===== config.mk =====
export PLATFORM = sky130hd
export DESIGN_NAME = i2s_rx
export DESIGN_NICKNAME = d
export VERILOG_FILES = /design/src/rtl/i2s_rx.sv
export SDC_FILE = /design/constraint.sdc
export NUM_CORES = 1
export LEC_CHECK = 0
export ABC_AREA = 1
export CAP_MARGIN = 10
export CORE_ASPECT_RATIO = 1.2
export CORE_MARGIN = 2
export CORE_UTILIZATION = 40
export DETAILED_ROUTE_END_ITERATION = 7
export GPL_ROUTABILITY_DRIVEN = 1
export MAX_ROUTING_LAYER = met4
export REMOVE_ABC_BUFFERS = 1
export SLEW_MARGIN = 20
export SYNTH_ARGS = -nofsm -noshare
export SYNTH_HDL_FRONTEND = slang
export SYNTH_SLANG_ARGS = --single-unit

===== constraint.sdc =====
create_clock -name clk -period 1.3 [get_ports clk]
set_clock_uncertainty 0.1 [all_clocks]
set_input_delay 0.39 -clock clk [delete_from_list [all_inputs] [get_ports clk]]
set_output_delay 0.39 -clock clk [all_outputs]
set_load 0.05 [all_outputs]

===== src/rtl/i2s_rx.sv =====
// I2S master receiver: generates SCK/WS, deserializes one channel of a MEMS
// microphone stream and pushes sign-extended samples into a FIFO write port.
module i2s_rx #(
    parameter int CLK_DIV        = 16,
    parameter int DATA_WIDTH     = 24,
    parameter int OUT_WIDTH      = 32,
    parameter bit CHANNEL        = 1'b0,
    parameter int STARTUP_FRAMES = 4
) (
    input  logic                 clk,
    input  logic                 rst_n,
    input  logic                 enable_i,
    output logic                 i2s_sck_o,
    output logic                 i2s_ws_o,
    input  logic                 i2s_sd_i,
    input  logic                 full_i,
    output logic                 wr_en_o,
    output logic [OUT_WIDTH-1:0] write_data_o,
    output logic                 overflow_o
);

    localparam int DIVW = (CLK_DIV < 2) ? 1 : $clog2(CLK_DIV);
    localparam int FW   = (STARTUP_FRAMES < 1) ? 1 : $clog2(STARTUP_FRAMES + 1);

    logic                  sd_meta_q, sd_meta_d;
    logic                  sd_sync_q, sd_sync_d;
    logic [DIVW-1:0]       div_q, div_d;
    logic                  sck_q, sck_d;
    logic                  ws_q, ws_d;
    logic [4:0]            bit_q, bit_d;
    logic [FW-1:0]         frame_q, frame_d;
    logic [DATA_WIDTH-1:0] shift_q, shift_d;
    logic                  pend_q, pend_d;
    logic                  wr_en_q, wr_en_d;
    logic [OUT_WIDTH-1:0]  data_q, data_d;
    logic                  ovf_q, ovf_d;

    logic                  tick;
    logic                  rise;
    logic                  fall;
    logic                  started;
    logic [DATA_WIDTH:0]   shift_ext;

    assign tick      = (div_q == DIVW'(CLK_DIV - 1));
    assign rise      = tick && !sck_q;
    assign fall      = tick && sck_q;
    // Frame counter saturates at STARTUP_FRAMES, so equality means "settled".
    assign started   = (frame_q == FW'(STARTUP_FRAMES));
    assign shift_ext = {shift_q, sd_sync_q};

    // Next-state logic: divider, bit/frame counters, capture and push.
    always_comb begin
        sd_meta_d = sd_meta_q;
        sd_sync_d = sd_sync_q;
        div_d     = div_q;
        sck_d     = sck_q;
        ws_d      = ws_q;
        bit_d     = bit_q;
        frame_d   = frame_q;
        shift_d   = shift_q;
        pend_d    = 1'b0;
        wr_en_d   = 1'b0;
        data_d    = data_q;
        ovf_d     = ovf_q;

        if (!enable_i) begin
            // Idle looks like reset except the sticky overflow flag.
            sd_meta_d = 1'b0;
            sd_sync_d = 1'b0;
            div_d     = '0;
            sck_d     = 1'b0;
            ws_d      = 1'b0;
            bit_d     = '0;
            frame_d   = '0;
            shift_d   = '0;
            data_d    = '0;
        end else begin
            sd_meta_d = i2s_sd_i;
            sd_sync_d = sd_meta_q;
            div_d     = tick ? '0 : div_q + 1'b1;
            if (tick)
                sck_d = ~sck_q;

            // Position 0 is the I2S delay bit; bits past DATA_WIDTH are padding.
            if (rise && (ws_q == CHANNEL) && (bit_q != 5'd0) &&
                (bit_q <= 5'(DATA_WIDTH))) begin
                shift_d = shift_ext[DATA_WIDTH-1:0];
                if (bit_q == 5'(DATA_WIDTH))
                    pend_d = 1'b1;
            end

            if (fall) begin
                bit_d = bit_q + 5'd1;
                if (bit_q == 5'd31) begin
                    ws_d = ~ws_q;
                    if (ws_q && !started)
                        frame_d = frame_q + 1'b1;
                end
            end

            // Word completed last cycle: push it or record the drop.
            if (pend_q && started) begin
                if (!full_i) begin
                    wr_en_d = 1'b1;
                    data_d  = OUT_WIDTH'(signed'(shift_q));
                end else begin
                    ovf_d = 1'b1;
                end
            end
        end
    end

    // State registers with synchronous active-low reset.
    always_ff @(posedge clk) begin
        if (!rst_n) begin
            sd_meta_q <= 1'b0;
            sd_sync_q <= 1'b0;
            div_q     <= '0;
            sck_q     <= 1'b0;
            ws_q      <= 1'b0;
            bit_q     <= '0;
            frame_q   <= '0;
            shift_q   <= '0;
            pend_q    <= 1'b0;
            wr_en_q   <= 1'b0;
            data_q    <= '0;
            ovf_q     <= 1'b0;
        end else begin
            sd_meta_q <= sd_meta_d;
            sd_sync_q <= sd_sync_d;
            div_q     <= div_d;
            sck_q     <= sck_d;
            ws_q      <= ws_d;
            bit_q     <= bit_d;
            frame_q   <= frame_d;
            shift_q   <= shift_d;
            pend_q    <= pend_d;
            wr_en_q   <= wr_en_d;
            data_q    <= data_d;
            ovf_q     <= ovf_d;
        end
    end

    assign i2s_sck_o    = sck_q;
    assign i2s_ws_o     = ws_q;
    assign wr_en_o      = wr_en_q;
    assign write_data_o = data_q;
    assign overflow_o   = ovf_q;

endmodule


==> results of run 1 <==
state kept, by name, summed over array words and instances, names as in the netlist, 3 cells and up:
signal        cells
frame_q           3
div_q             4
bit_q             5
shift_q          24
write_data_o     24
per-layer routing:
layer	vias to the layer above	track usage [%]	part of all wire (%)	wire length (um)
li1	1376	-	-	-
met5	-	-	0	0
met3	29	5.78	3.7	357
met4	0	11.0	3.6	350
met2	80	42.5	55	5330
met1	1416	26.4	38	3660
placed cells by master (no fill, tap or decap), types with 2 or more instances in the layout:
master | synthesis | routed
buf_12 | 0 | 47
nor2_2 | 0 | 6
a21oi_4 | 0 | 2
bufinv_16 | 0 | 3
a21oi_1 | 36 | 21
inv_1 | 19 | 13
nand3_1 | 8 | 2
dfxtp_2 | 0 | 24
nand2_2 | 1 | 6
nor2_1 | 81 | 54
buf_4 | 9 | 51
nand2_4 | 0 | 3
o21ai_0 | 30 | 4
clkdlybuf4s50_1 | 0 | 2
nand3_4 | 1 | 3
inv_2 | 0 | 4
a21oi_2 | 0 | 13
o21ai_1 | 0 | 11
dfxtp_1 | 67 | 33
dfxtp_4 | 0 | 10
ha_4 | 0 | 5
nand4_1 | 4 | 4
buf_6 | 3 | 17
o21ai_2 | 1 | 14
clkinv_4 | 0 | 3
buf_8 | 0 | 2
nand2_1 | 43 | 35
nor2_4 | 3 | 24
buf_16 | 0 | 4
clkbuf_8 | 0 | 10
nand3_2 | 0 | 4
clkbuf_16 | 0 | 4
nand3b_1 | 21 | 21
o21ai_4 | 0 | 2
repair_timing:
| item | in CTS | in global routing |
|---|---|---|
| gates cloned | 11 | 6 |
| pin swaps | 32 | 41 |
| endpoints found under the setup margin | 97 | 99 |
| buffers inserted | 22 | 22 |
| resized for setup | 134 | 91 |
where the power goes:
group          internal (W)  switching (W)  leakage [nW]
sequential          0.00203     0.00000348         0.560
clock               0.00133       0.000847         0.126
combinational     0.0000643      0.0000715          1.38
total               0.00343       0.000922          2.07
worst paths after layout:
kind	endpoint	slack [ps]	cells past startpoint	start
worst max register to register	shift_q[14]$_SDFFE_PN0P_	-250	9	i2s_sck_o$_SDFFE_PN0N_
worst min register to register	sd_sync_q$_SDFF_PN0_	320	2	sd_meta_q$_SDFF_PN0_
worst max-delay path	shift_q[14]$_SDFFE_PN0P_	-250	9	i2s_sck_o$_SDFFE_PN0N_
worst min-delay path	sd_sync_q$_SDFF_PN0_	320	2	sd_meta_q$_SDFF_PN0_
worst max-delay path, delay by kind of cell, from the launching register on:
kind | cells | cell delay, ps
simple gates | 5 | 520
flops | 1 | 340
buf+inv | 4 | 480
cells by family after synthesis:
kind of cell,Yosys count,share of synthesized area (%)
fa+ha+maj,6,2.70
flops,67,48.2
xor+xnor,1,0.315
buf+inv,47,8.99
compound gates,68,12.5
simple gates,164,27.3
final cells by class:
cell class | count | area [um2] | share of cell area [%]
Inverter | 19 | 78.8 | 1.48
Sequential cell | 67 | 1410 | 26.4
Timing Repair Buffer | 130 | 1830 | 34.3
Clock inverter | 6 | 113 | 2.11
Tap cell | 87 | 109 | 2.04
Clock buffer | 10 | 138 | 2.58
Multi-Input combinational cell | 239 | 1660 | 31.1
per-stage QoR:
step           setup slack [ps]  area, um2  util (%)
2_1_floorplan             -2600       2600         -
3_3_place_gp               -410       3840      56.7
3_5_place_dp               -442       3840      56.7
4_1_cts                    -224       4920      72.6
5_1_grt                    -283       5340      78.8
6_report                   -253       5340      78.8
==> results.md, run 1 <==
- Minimum clock period: 1550 ps
- Area grow syn2layout: 91.8%
- Pwr/cell area: 815 nW/um2
- Placement Rows: 33
- CTS tree: done
- Fillers: 417
- EDFF count, synth: 0
- Critical Path AT: 1700 ps
- Mean Syn Cell Area: 7.88 um2
- Synth Flop Type: dfxtp_1
- Max-slew violations: 0
- Final nets: 477
- CP endpoint kind: flip-flop
- DIE AREA: 7640 um2
- Setup TNS Final: -12,180 ps
- # H-tree levels: 3
- Final Non-Filler Cells: 558
- Worst-path clk slew: 70 ps
- Startpoint types: flip-flop
- Post-Syn Instances: 353
- Setup WS post-layout: -253 ps
- Synth area leader: dfxtp_1
- Routed WL: 9700 um
- Initial antenna violation count: 0
- MaxCap Viol Count: 0
- Post-Syn Area: 2780 um2
- Port buffer count: 40
- Die width: 80.1 um
- Clk buf depth: 2
- Pin count of the biggest net entering global routing: 28
- Post-synthesis register bit count: 67
- Vert. Die Dim: 95.4 um
- # IOs: 41
- Total power: 0.00435 W
- Failing checks: negative setup slack
- Critical path cell sequence: buf_4 > inv_1 > nand2_1 > nor2_4 > buf_4 > buf_12 > nand3b_1 > nand2_1 > nor2_1
- Detailed placement HPWL: 3660 um
- Final setup vio count: 93
- Vias post-DR: 2,901
- Core Area: 6770 um2
- Synth async-reset ratio: 0%
- Overall routing resource usage: 24.5%
- Fin. Hold Viols: 0
- Ant diodes: 0
- Top-area cell type share of the netlist area: 48.2%
- Critical Path RT: 1450 ps
- Sequential fraction of the synthesis area: 48.2%
- Share of cells above drive strength 1: 56.5%
- Rel. slew slack: 76.9%
- Pre-antenna DRT Iters: 4
- Initial core utilization: 41.1%
- CP peak stage delay: 340 ps
- Critical-path top delay cell: dfxtp_2
- RSZ-0062 raised after global routing: true
- Status: finished, violations left
- Placer congestion estimate: 0.765
- Min-Delay Path Class: reg2reg
- Grt ovf: 0
- CTS Buf Count: 9
- Top area cells in the synthesized netlist: dfxtp_1 48%, nor2_1 11%, a21oi_1 6.5%, nand2_1 5.8%, nand3b_1 5.7%
- Clk Latency, worst-skew pair: 350 ps
- Setup CP Type: reg2reg
- Final hold slack: 315 ps
- DRT iter0 DRCs: 187
- YS warnings: 0
- DRC viols: 0
- Count leader, synth: nor2_1
- Leak Pwr: 2.07 nW
- Yosys cell types: 23
- CP max FO: 10
- Root buffer cell: clkbuf_8
- Clk sinks: 67
- Routed Antenna Nets: 0
- Fmax: 644 MHz
- Peak VDD IR: 636 uV
- Hold buffer count at CTS: 0
- Global-route wire length before repair: 13,800 um
- Most frequent cells after synthesis: 81 x nor2_1, 67 x dfxtp_1, 43 x nand2_1, 36 x a21oi_1, 30 x o21ai_0
- Placed Cells: 487
- Vias in the first global route: 2,838
- Routed wire length per instance: 17.4 um
- Via density: 5.20
- Measured slew at the worst slew-check pin: 346 ps
- Period utilization: 119%
(Power assumes the default switching activity.)
==> inputs of run 2 (changes only) <==
--- a/config.mk
+++ b/config.mk
@@ -13,6 +13,7 @@
 export DETAILED_ROUTE_END_ITERATION = 7
 export GPL_ROUTABILITY_DRIVEN = 1
 export MAX_ROUTING_LAYER = met4
+export PLACE_DENSITY = 0.6
 export REMOVE_ABC_BUFFERS = 1
 export SLEW_MARGIN = 20
 export SYNTH_ARGS = -nofsm -noshare
==> results of run 2 <==
Same layout as run 1: the final DEF is identical, and so are final timing and power.
